## src/rtl/or1200_operand_fwd_mux.sv

```systemverilog
// ---------------------------------------------------------------------------
// or1200_operand_fwd_mux
//   Register-file operand selector and EX-stage operand register. Each operand
//   lane picks RF data, the immediate or one of NUM_FWD forwarding sources.
//   A lane whose forwarding source is still pending (for example a load or
//   MAC result) defers its capture and raises fwd_stall. op_valid marks EX
//   operands that are genuine rather than a bubble.
//
//   Ports
//     clk        pipeline clock (rising edge)
//     rst        synchronous reset, active low
//     id_freeze  ID stage frozen: a ready lane captures once, then holds
//     ex_freeze  EX stage frozen: all registered state holds
//     rf_data    NUM_OPS x WIDTH register-file read data
//     simm       sign-extended immediate
//     fwd_data   NUM_FWD x WIDTH forwarding values
//     fwd_valid  per-source final-result qualifier
//     sel        NUM_OPS x SEL_W select codes
//     muxed      combinational selected value per operand
//     operand    registered EX operands
//     saved      per-operand HELD flag
//     fwd_stall  combinational freeze request to ID/IF
//     op_valid   registered "EX operands are genuine" flag
// ---------------------------------------------------------------------------

// Per-operand lane: select decode, readiness and the LIVE/HELD save FSM.
module or1200_operand_fwd_lane #(
  parameter int WIDTH   = 32,
  parameter int NUM_FWD = 2,
  parameter int SEL_W   = 2
) (
  input  logic                     clk_i,
  input  logic                     rst_ni,
  input  logic                     id_freeze_i,
  input  logic                     ex_freeze_i,
  input  logic [WIDTH-1:0]         rf_data_i,
  input  logic [WIDTH-1:0]         simm_i,
  input  logic [NUM_FWD*WIDTH-1:0] fwd_data_i,
  input  logic [NUM_FWD-1:0]       fwd_valid_i,
  input  logic [SEL_W-1:0]         sel_i,
  output logic [WIDTH-1:0]         muxed_o,
  output logic [WIDTH-1:0]         operand_o,
  output logic                     saved_o,
  output logic                     stall_o
);

  typedef enum logic {LIVE = 1'b0, HELD = 1'b1} state_e;

  state_e           state_q, state_d;
  logic [WIDTH-1:0] operand_q, operand_d;
  logic [WIDTH-1:0] muxed;
  logic             ready;

  // Select decode. Unused codes fall back to RF data. Only the selected
  // source's valid bit matters for readiness.
  always_comb begin
    muxed = rf_data_i;
    ready = 1'b1;
    if (sel_i == SEL_W'(1)) muxed = simm_i;
    for (int k = 0; k < NUM_FWD; k++) begin
      if (sel_i == SEL_W'(k + 2)) begin
        muxed = fwd_data_i[k*WIDTH +: WIDTH];
        ready = fwd_valid_i[k];
      end
    end
  end

  // State register
  always_ff @(posedge clk_i) begin
    if (!rst_ni) begin
      state_q   <= LIVE;
      operand_q <= '0;
    end else begin
      state_q   <= state_d;
      operand_q <= operand_d;
    end
  end

  // Next state. A not-ready lane never enters HELD, even under id_freeze:
  // it keeps re-evaluating until the source resolves. Leaving HELD does not
  // capture, so the saved value is still visible on that cycle.
  always_comb begin
    state_d   = state_q;
    operand_d = operand_q;
    if (!ex_freeze_i) begin
      case (state_q)
        LIVE: begin
          if (ready) begin
            operand_d = muxed;
            if (id_freeze_i) state_d = HELD;
          end
        end
        HELD: begin
          if (!id_freeze_i) state_d = LIVE;
        end
        default: state_d = LIVE;
      endcase
    end
  end

  // Outputs. A HELD lane already owns its value, so it cannot stall.
  always_comb begin
    muxed_o   = muxed;
    operand_o = operand_q;
    saved_o   = (state_q == HELD);
    stall_o   = !ready && (state_q != HELD);
  end

endmodule

module or1200_operand_fwd_mux #(
  parameter  int WIDTH   = 32,
  parameter  int NUM_OPS = 2,
  parameter  int NUM_FWD = 2,
  localparam int SEL_W   = $clog2(NUM_FWD + 2)
) (
  input  logic                     clk,
  input  logic                     rst,
  input  logic                     id_freeze,
  input  logic                     ex_freeze,
  input  logic [NUM_OPS*WIDTH-1:0] rf_data,
  input  logic [WIDTH-1:0]         simm,
  input  logic [NUM_FWD*WIDTH-1:0] fwd_data,
  input  logic [NUM_FWD-1:0]       fwd_valid,
  input  logic [NUM_OPS*SEL_W-1:0] sel,
  output logic [NUM_OPS*WIDTH-1:0] muxed,
  output logic [NUM_OPS*WIDTH-1:0] operand,
  output logic [NUM_OPS-1:0]       saved,
  output logic                     fwd_stall,
  output logic                     op_valid
);

  logic [NUM_OPS-1:0] lane_stall;
  logic               op_valid_q, op_valid_d;

  for (genvar i = 0; i < NUM_OPS; i++) begin : g_lane
    or1200_operand_fwd_lane #(
      .WIDTH  (WIDTH),
      .NUM_FWD(NUM_FWD),
      .SEL_W  (SEL_W)
    ) u_lane (
      .clk_i      (clk),
      .rst_ni     (rst),
      .id_freeze_i(id_freeze),
      .ex_freeze_i(ex_freeze),
      .rf_data_i  (rf_data[i*WIDTH +: WIDTH]),
      .simm_i     (simm),
      .fwd_data_i (fwd_data),
      .fwd_valid_i(fwd_valid),
      .sel_i      (sel[i*SEL_W +: SEL_W]),
      .muxed_o    (muxed[i*WIDTH +: WIDTH]),
      .operand_o  (operand[i*WIDTH +: WIDTH]),
      .saved_o    (saved[i]),
      .stall_o    (lane_stall[i])
    );
  end

  assign fwd_stall = |lane_stall;

  // EX operands are a bubble whenever any lane deferred its capture.
  always_comb begin
    op_valid_d = op_valid_q;
    if (!ex_freeze) op_valid_d = !fwd_stall;
  end

  always_ff @(posedge clk) begin
    if (!rst) op_valid_q <= 1'b0;
    else      op_valid_q <= op_valid_d;
  end

  assign op_valid = op_valid_q;

endmodule

```

## config.mk

```make
export PLATFORM = sky130hd
export DESIGN_NAME = or1200_operand_fwd_mux
export DESIGN_NICKNAME = d
export VERILOG_FILES = /design/src/rtl/or1200_operand_fwd_mux.sv
export SDC_FILE = /design/constraint.sdc
export NUM_CORES = 1
export LEC_CHECK = 0
export CAP_MARGIN = 10
export CELL_PAD_IN_SITES_DETAIL_PLACEMENT = 1
export CELL_PAD_IN_SITES_GLOBAL_PLACEMENT = 1
export CORE_MARGIN = 5
export CORE_UTILIZATION = 29
export DETAILED_ROUTE_END_ITERATION = 16
export PLACE_DENSITY = 0.9
export SLEW_MARGIN = 10
export SYNTH_ARGS = -nofsm -noshare
export SYNTH_HDL_FRONTEND = slang
export SYNTH_SLANG_ARGS = --single-unit
```

## constraint.sdc

```tcl
create_clock -name clk -period 1.56 [get_ports clk]
set_clock_uncertainty 0.05 [all_clocks]
set_input_delay 0.156 -clock clk [delete_from_list [all_inputs] [get_ports clk]]
set_output_delay 0.156 -clock clk [all_outputs]
set_load 0.01 [all_outputs]
```

==> results.json, run 1 <==
{
  "critPathBufInv": 2,
  "drtAntennaViolNets": 0,
  "criticalPathCategory": "in2out",
  "cp_max_fo": 2,
  "cts_sinks": 67,
  "p_leak_nw": 3.73,
  "cts_tree": "done",
  "drt_iter0_markers": 460,
  "fill_cells": 2030,
  "period_share": 1.01,
  "setup_violations": 3,
  "rr_worst_depth": 5,
  "violations": "setup timing",
  "firstDrtPassIters": 5,
  "fin_util": 0.523,
  "whs_path_depth": 4,
  "ys_seq_elements": 67,
  "core_area_sq_um": 18700,
  "synthTopCellsByArea": "mux4_2, dfxtp_1, o211ai_2, o211ai_1, nand2_1",
  "clkLatencyLatePin_ns": 0.34,
  "synth-edff-count": 0,
  "numCtsBuffers": 9,
  "status": "complete, but fails checks",
  "grtUsageTotal": 0.252,
  "worst_pin_slew_ns": 0.551,
  "synth_flop_cell": "dfxtp_1",
  "slew_headroom": 0.633,
  "cp_slowest_cell": "mux4_2",
  "die_area_sq_um": 21800,
  "yosys.area.top_type_share": 0.262,
  "cts_root_buf": "clkbuf_16",
  "antenna_found_initial": 3,
  "final_hold_viol_count": 0,
  "grt_pass1_wl_mm": 42.0,
  "ir_drop_uv": 501,
  "hp-class": "in2reg",
  "grt_max_degree": 66,
  "syn_inst": 481,
  "rsz0062_at_grt": "true",
  "area_growth_pct": 77.7,
  "drv_cap": 0,
  "vias_per_cell": 5.75,
  "totalWireLength_mm": 28.5,
  "power_density_nw_per_um2": 740,
  "htreeDepth": 3,
  "port_buffers": 301,
  "fin_ws_ns": -0.0124,
  "synth_seq_area_share": 0.244,
  "initial_core_util": 0.294,
  "overflow": 0,
  "synthArstFlopShare": 0,
  "crit_required_ns": 1.35,
  "synthesis.area_sq_um": 5500,
  "synth_nets": 651,
  "multi_input_comb_area_sq_um": 3730,
  "synth_commonest_cells": "o211ai_1, o211ai_2, dfxtp_1",
  "critPathMaxStageDelay_ns": 0.61,
  "fp.dieH_um": 148,
  "place_congestion": 0.886,
  "grt_pass1_vias": 6717,
  "dp_slack_ns": -0.512,
  "dr_total_vias": 6312,
  "synth_most_common_cell": "o211ai_1",
  "final_max_slew_viol_count": 0,
  "fin_crit_ns": 1.57,
  "die_w_um": 148,
  "wl_per_cell_um": 26.0,
  "drive_gt1_frac": 0.439,
  "ff_latch_area_sq_um": 1340,
  "cp.depth": 3,
  "io_pins": 302,
  "endpoint_kind": "primary output",
  "syn_avg_cell_area_sq_um": 11.4,
  "synth.distinct_cells": 25,
  "path_clk_slew_ns": 0.06,
  "crit_arrival_ns": 1.37,
  "path_delay_family": "multiplexers",
  "cts_buffer_depth": 2,
  "yosysWarnings": 0,
  "drc": 0,
  "hpwl_mm": 21.2,
  "layout.nets": 1027,
  "yosys.area.top_type": "mux4_2",
  "rows": 50,
  "crit_path_start_kind": "input port",
  "crit_path_cell_trace": "clkdlybuf4s50_1 > mux4_2 > buf_6",
  "fmax_mhz": 636
}
==> state kept, by name (all words and copies together), names as in the netlist <==
name / count
g_lane.u_lane.operand_o: 64
g_lane.u_lane.saved_o: 2
op_valid: 1
==> layout make-up <==
cell class | count | share of cell area
inverter | 2 | 0.000768
antenna | 2 | 0.000512
clock inverter | 5 | 0.00794
timing repair buffer | 443 | 0.418
tap | 234 | 0.0300
clock buffer | 10 | 0.0244
multi-input combinational | 334 | 0.381
sequential | 67 | 0.137
==> placed cells by master, fill, tap and decap left out <==
master,instances
buf_12,14
buf_16,2
buf_2,34
buf_4,123
buf_6,16
buf_8,1
bufinv_16,2
clkbuf_16,9
clkbuf_2,18
clkbuf_8,2
clkdlybuf4s15_2,4
clkdlybuf4s50_1,208
clkinv_2,2
clkinvlp_4,1
dfxtp_1,66
dfxtp_2,1
diode_2,2
dlygate4sd2_1,12
dlymetal6s2s_1,10
inv_2,2
mux2_2,1
mux2_4,2
mux4_2,64
nand2_1,64
nand2b_1,2
nand2b_4,1
nand3_1,1
nor3b_4,2
o211ai_1,92
o211ai_2,68
o21ai_0,1
o21ba_1,1
o221a_1,1
o311a_1,1
o311ai_1,24
o311ai_2,8
o32ai_2,1
==> kinds of logic (layout without fill, tap and decap cells) <==
logic type | after synthesis | after routing | share of synthesized area
muxes | 67 | 67 | 0.270
buffers and inverters | 80 | 460 | 0.0823
AOI/OAI and AO/OA | 197 | 197 | 0.350
and+or+nand+nor | 70 | 70 | 0.0539
other | 0 | 2 | 0
DFF | 67 | 67 | 0.244
==> power breakdown <==
part	switching, W	internal (W)	leakage, nW	total (W)
clock network	0.000789	0.00143	0.154	0.00222
logic	0.00136	0.00166	3.02	0.00302
registers	0.000132	0.00187	0.551	0.00200
==> metal layers <==
metal	share of wire	GRT usage	up-vias	wire (um)
met5	0.00070	0	-	20
met4	0.022	0.0806	2	638
met3	0.063	0.0484	44	1800
met2	0.50	0.418	267	14100
met1	0.42	0.333	3232	11900
li1	-	-	2767	-
==> final timing paths <==
| kind | slack, ns | end | start |
|---|---|---|---|
| hold / removal | 0.34 | g_lane[1].u_lane.operand_o[12] | rst |
| setup / recovery | -0.01 | muxed[47] | fwd_data[47] |
| setup reg to reg | 0.13 | g_lane[0].u_lane.operand_o[29] | g_lane[0].u_lane.saved_o |
| hold reg to reg | 0.45 | g_lane[0].u_lane.operand_o[17] | g_lane[0].u_lane.operand_o[17] |
==> through the flow <==
stage               setup TNS [ns]  instances  instance area [sq um]  hold slack (ns)  total power, W
floorplan                        0        481                   5500            0.285         0.00321
global placement            -41.79       1029                   9180            0.423         0.00489
detailed placement          -44.13       1029                   9180            0.442         0.00495
CTS                        -0.0582       1084                   9770            0.336         0.00727
global route               -0.0864       1097                   9780            0.358         0.00752
finish                     -0.0226       1097                   9780            0.342         0.00724
==> worst register-to-register path: stages (launching register included) <==
cell	delay, ns
dfxtp_2	0.33
buf_6	0.17
nor3b_4	0.24
buf_12	0.25
o211ai_1	0.21
o211ai_2	0.11
==> timing repair <==
| action | CTS | global route |
|---|---|---|
| gates cloned | 2 | 0 |
| endpoints found under the setup margin | 111 | 50 |
| resized for setup | 247 | 45 |
| buffers inserted | 38 | 11 |
| hold buffers | 0 | 0 |
(Power assumes the default switching activity.)
==> inputs of run 2 (changes only) <==
- PLACE_DENSITY: 0.9 -> 0.81
==> results.json, run 2 (synthesized netlist as in run 1, its figures left out) <==
{
  "drtAntennaViolNets": 0,
  "largest_reg_flops": 64,
  "p_leak_nw": 3.77,
  "final_common_cell": "clkdlybuf4s50_1",
  "cp_max_fo": 2,
  "clkLatencyLatePin_ns": 0.34,
  "slew_headroom": 0.565,
  "worst_pin_slew_ns": 0.652,
  "status": "complete, but fails checks",
  "fill_cells": 1993,
  "violations": "setup timing",
  "antenna_found_initial": 2,
  "grt_pass1_vias": 6818,
  "hp-class": "in2reg",
  "fin_ws_ns": -0.00866,
  "layout.nets": 1021,
  "final_cell_mix": "clkdlybuf4s50_1, buf_4, o211ai_1",
  "overflow": 0,
  "multi_input_comb_area_sq_um": 3730,
  "dp_slack_ns": -0.508,
  "grt_max_degree": 66,
  "port_buffers": 301,
  "cts_root_buf": "clkbuf_16",
  "drt_iter0_markers": 443,
  "ctsHoldBuffers": 0,
  "io_pins": 302,
  "power_density_nw_per_um2": 727,
  "cts_buffer_depth": 2,
  "grtUsageTotal": 0.261,
  "setup_violations": 2,
  "crit_arrival_ns": 1.36,
  "firstDrtPassIters": 5,
  "final_max_slew_viol_count": 0,
  "core_area_sq_um": 18700,
  "grt_pass1_wl_mm": 43.2,
  "crit_path_start_kind": "input port",
  "period_share": 1.01,
  "cts_tree": "done",
  "hpwl_mm": 22.5,
  "fin_crit_ns": 1.57,
  "hold_ws_ns": 0.119,
  "rows": 50,
  "vias_per_cell": 5.83,
  "drv_cap": 0,
  "fmax_mhz": 637,
  "dr_total_vias": 6365,
  "initial_core_util": 0.294,
  "numCtsBuffers": 9,
  "htreeDepth": 3,
  "final_hold_viol_count": 0,
  "drc": 0,
  "place_congestion": 0.917,
  "drive_gt1_frac": 0.433,
  "cts_sinks": 67,
  "wl_per_cell_um": 27.3,
  "fp.dieH_um": 148,
  "endpoint_kind": "primary output",
  "ff_latch_area_sq_um": 1340,
  "totalWireLength_mm": 29.8,
  "path_clk_slew_ns": 0.06,
  "die_area_sq_um": 21800,
  "criticalPathCategory": "in2out",
  "die_w_um": 148,
  "area_growth_pct": 78.5,
  "ir_drop_uv": 549,
  "rsz0062_at_grt": "true",
  "crit_required_ns": 1.35
}
run 2: critical path, cell delays in order:
cell             delay [ns]
clkdlybuf4s50_1        0.47
mux4_2                 0.55
buf_2                  0.18
run 2: final timing paths:
kind / startpoint / to / slack [ns] / depth (start not counted)
hold reg to reg: g_lane[0].u_lane.operand_o[11] / g_lane[0].u_lane.operand_o[11] / 0.45 / 2
setup reg to reg: g_lane[0].u_lane.saved_o / g_lane[0].u_lane.operand_o[6] / 0.12 / 5
hold / removal: rst / g_lane[1].u_lane.saved_o / 0.12 / 2
setup / recovery: simm[20] / muxed[52] / -0.009 / 3
run 2: power by group:
part	internal (W)	leakage, nW	switching [W]
Combinational	0.00167	3.08	0.00138
Clock	0.00124	0.135	0.000837
Sequential	0.00187	0.551	0.000139
run 2: metrics by stage:
stage	area [sq um]	power (W)	util	setup TNS, ns	instances
after floorplan	5500	0.00321	-	0	481
after global placement	9220	0.00490	0.493	-43.46	1031
after detailed placement	9220	0.00498	0.493	-47.61	1031
after CTS	9680	0.00710	0.517	-0.0859	1079
after global routing	9820	0.00740	0.525	-0.0222	1092
final	9820	0.00714	0.525	-0.0108	1092
run 2: routing by layer:
| metal | share of wire | wire length [um] | global-route usage | vias to the layer above |
|---|---|---|---|---|
| met4 | 0.020 | 598 | 0.0713 | 0 |
| met2 | 0.51 | 15300 | 0.453 | 270 |
| met5 | 0 | 0 | 0 | - |
| li1 | - | - | - | 2765 |
| met3 | 0.068 | 2020 | 0.0681 | 34 |
| met1 | 0.40 | 11900 | 0.322 | 3296 |
run 2: layout make-up:
cell class | instances | area share
multi-input combinational | 334 | 0.380
inverter | 2 | 0.000765
sequential | 67 | 0.137
timing repair buffer | 437 | 0.423
antenna | 2 | 0.000510
clock buffer | 10 | 0.0233
clock inverter | 6 | 0.00676
tap | 234 | 0.0298
run 2: repair_timing:
action,CTS,global route
buffers inserted,30,10
setup endpoints to repair,118,55
cloned,2,1
gates resized for setup,258,45
pin swaps,0,1
==> inputs of run 3 (changes only) <==
- ABC_AREA: not set -> 1
- CORE_UTILIZATION: 29 -> 25
- CTS_CLUSTER_SIZE: not set -> 12
- PLACE_DENSITY: 0.81 -> 0.82
==> results.json, run 3 <==
{
  "drive_gt1_frac": 0.149,
  "synth_most_common_cell": "nand2_1",
  "synth_commonest_cells": "nand2_1, inv_1, nand3_1",
  "cp_max_fo": 2,
  "slew_headroom": 0.838,
  "synth_compound_area_frac": 0.117,
  "hold_ws_ns": 0.430,
  "yosysWarnings": 0,
  "ir_drop_uv": 488,
  "firstDrtPassIters": 5,
  "antenna_found_initial": 0,
  "synth_flop_cell": "dfxtp_1",
  "crit_path_start_kind": "input port",
  "path_clk_slew_ns": 0.06,
  "fmax_mhz": 650,
  "synthTopCellsByArea": "dfxtp_1, nand2_1, inv_1, nand3_1, a21oi_1",
  "fin_util": 0.465,
  "port_buffers": 301,
  "p_leak_nw": 5.41,
  "use_met1": 0.274,
  "status": "finished clean",
  "area_growth_pct": 83.3,
  "place_congestion": 0.927,
  "totalWireLength_mm": 31.7,
  "crit_required_ns": 1.35,
  "synth_top_family_by_area": "simple AND/OR/NAND/NOR gates",
  "syn_inst": 1003,
  "htreeDepth": 3,
  "drt_iter0_markers": 438,
  "die_area_sq_um": 25200,
  "power_density_nw_per_um2": 775,
  "cts_root_buf": "clkbuf_16",
  "synth_seq_area_share": 0.242,
  "endpoint_kind": "primary output",
  "cts_tree": "done",
  "vias_per_cell": 4.75,
  "cts_sinks": 67,
  "fin_crit_ns": 1.54,
  "clkLatencyLatePin_ns": 0.34,
  "n_antenna_cell": 0,
  "core_area_sq_um": 21800,
  "yosys.area.top_type_share": 0.242,
  "ctsHoldBuffers": 0,
  "cts_buffer_depth": 2,
  "ys_seq_elements": 67,
  "die_w_um": 159,
  "initial_core_util": 0.254,
  "hp-class": "in2reg",
  "synth-edff-count": 0,
  "syn_avg_cell_area_sq_um": 5.52,
  "synth.distinct_cells": 21,
  "drc": 0,
  "period_share": 0.986,
  "synth_fa_ha_area_frac": 0,
  "drtAntennaViolNets": 0,
  "wl_per_cell_um": 18.9,
  "grt_max_degree": 32,
  "fp.dieH_um": 159,
  "final_hold_viol_count": 0,
  "worst_pin_slew_ns": 0.240,
  "muxShareOfSynthArea": 0,
  "globalRoute.busiestLayer": "met2",
  "met3_usage": 0.0550,
  "grtUsageTotal": 0.236,
  "setup_violations": 0,
  "synth_nets": 1173,
  "synth_xor_xnor_area_share": 0,
  "use_met2": 0.422,
  "fill_cells": 2883,
  "synthesis.area_sq_um": 5540,
  "dr_total_vias": 7973,
  "grt_pass1_vias": 8728,
  "drv_cap": 0,
  "yosys.area.top_type": "dfxtp_1",
  "rows": 54,
  "hpwl_mm": 24.3,
  "criticalPathCategory": "in2out",
  "final_max_slew_viol_count": 0,
  "overflow": 0,
  "final_cell_mix": "nand2_1, inv_1, clkdlybuf4s50_1",
  "synth-simple-area-share": 0.379,
  "grt_pass1_wl_mm": 47.8,
  "final_common_cell": "nand2_1",
  "layout.nets": 1563,
  "crit_arrival_ns": 1.33,
  "numCtsBuffers": 9,
  "io_pins": 302,
  "largest_reg_flops": 64,
  "synthArstFlopShare": 0
}
## run 3: changes by cell type after synthesis, moves of 14 or more
cell      delta
a21oi_1     +64
nand2_1    +206
mux4_2      -64
inv_1      +260
buf_2       -14
o211ai_1    -92
o211ai_2    -68
nand3_1    +189
o21ai_0     +51
clkbuf_1    -16
o311ai_1    -24
o21ai_1     +14
## run 3: area by class of cell
| cell class | instances | area [sq um] | area share |
|---|---|---|---|
| timing repair buffer | 439 | 4230 | 0.416 |
| multi-input combinational | 606 | 2790 | 0.275 |
| sequential | 67 | 1340 | 0.132 |
| inverter | 270 | 1030 | 0.102 |
| tap | 280 | 350 | 0.0345 |
| clock buffer | 9 | 225 | 0.0222 |
| clock inverter | 7 | 188 | 0.0185 |
## run 3: logic make-up (layout without fill, tap and decap cells)
family	Yosys count	in the layout
AO/OA/AOI/OAI	130	130
buffers and inverters	330	725
flip-flops	67	67
AND/OR/NAND/NOR	476	476
## run 3: where the power goes
group	internal, W	leakage [nW]	switching [W]
clock	0.00205	0.196	0.000870
combinational	0.00150	4.66	0.00149
sequential	0.00188	0.555	0.0000884
total	0.00542	5.41	0.00245
## run 3: metal layers
metal | share of wire | vias to the layer above
li1 | - | 3814
met1 | 0.40 | 3772
met2 | 0.50 | 326
met3 | 0.076 | 61
met4 | 0.029 | 0
met5 | 0 | -
## run 3: path summary, 6_finish.rpt
kind	startpoint	end	slack, ns	depth (start not counted)
worst max-delay path	fwd_data[25]	muxed[25]	0.02	6
worst min register to register	g_lane[0].u_lane.operand_o[14]	g_lane[0].u_lane.operand_o[14]	0.48	4
worst max register to register	g_lane[0].u_lane.saved_o	g_lane[0].u_lane.operand_o[9]	0.22	7
worst min-delay path	sel[0]	g_lane[0].u_lane.operand_o[2]	0.43	7
## run 3: what timing repair did
item                       4_1_cts  5_1_grt
cloned                           0        2
setup endpoints to repair       65       48
pin swaps                        1        5
resized for setup               78       78
setup buffers                    0        3
## run 3: through the flow
stage	power, W	cell area (sq um)	TNS (ns)	instances	setup WS (ns)
after floorplan	0.00320	5540	0	1003	0.406
after global placement	0.00499	9740	-19.94	1657	-0.369
after detailed placement	0.00507	9740	-22.28	1657	-0.387
after CTS	0.00790	10100	0	1673	0.00579
after global routing	0.00827	10200	-0.0363	1678	-0.0125
final	0.00787	10200	0	1678	0.0212
## run 3: worst max-delay path, cell delays in order
cell and delay (ns):
clkdlybuf4s50_1 0.45, inv_1 0.06, o21ai_0 0.17, nand3_1 0.14, nand2_1 0.08, dlygate4sd2_1 0.28
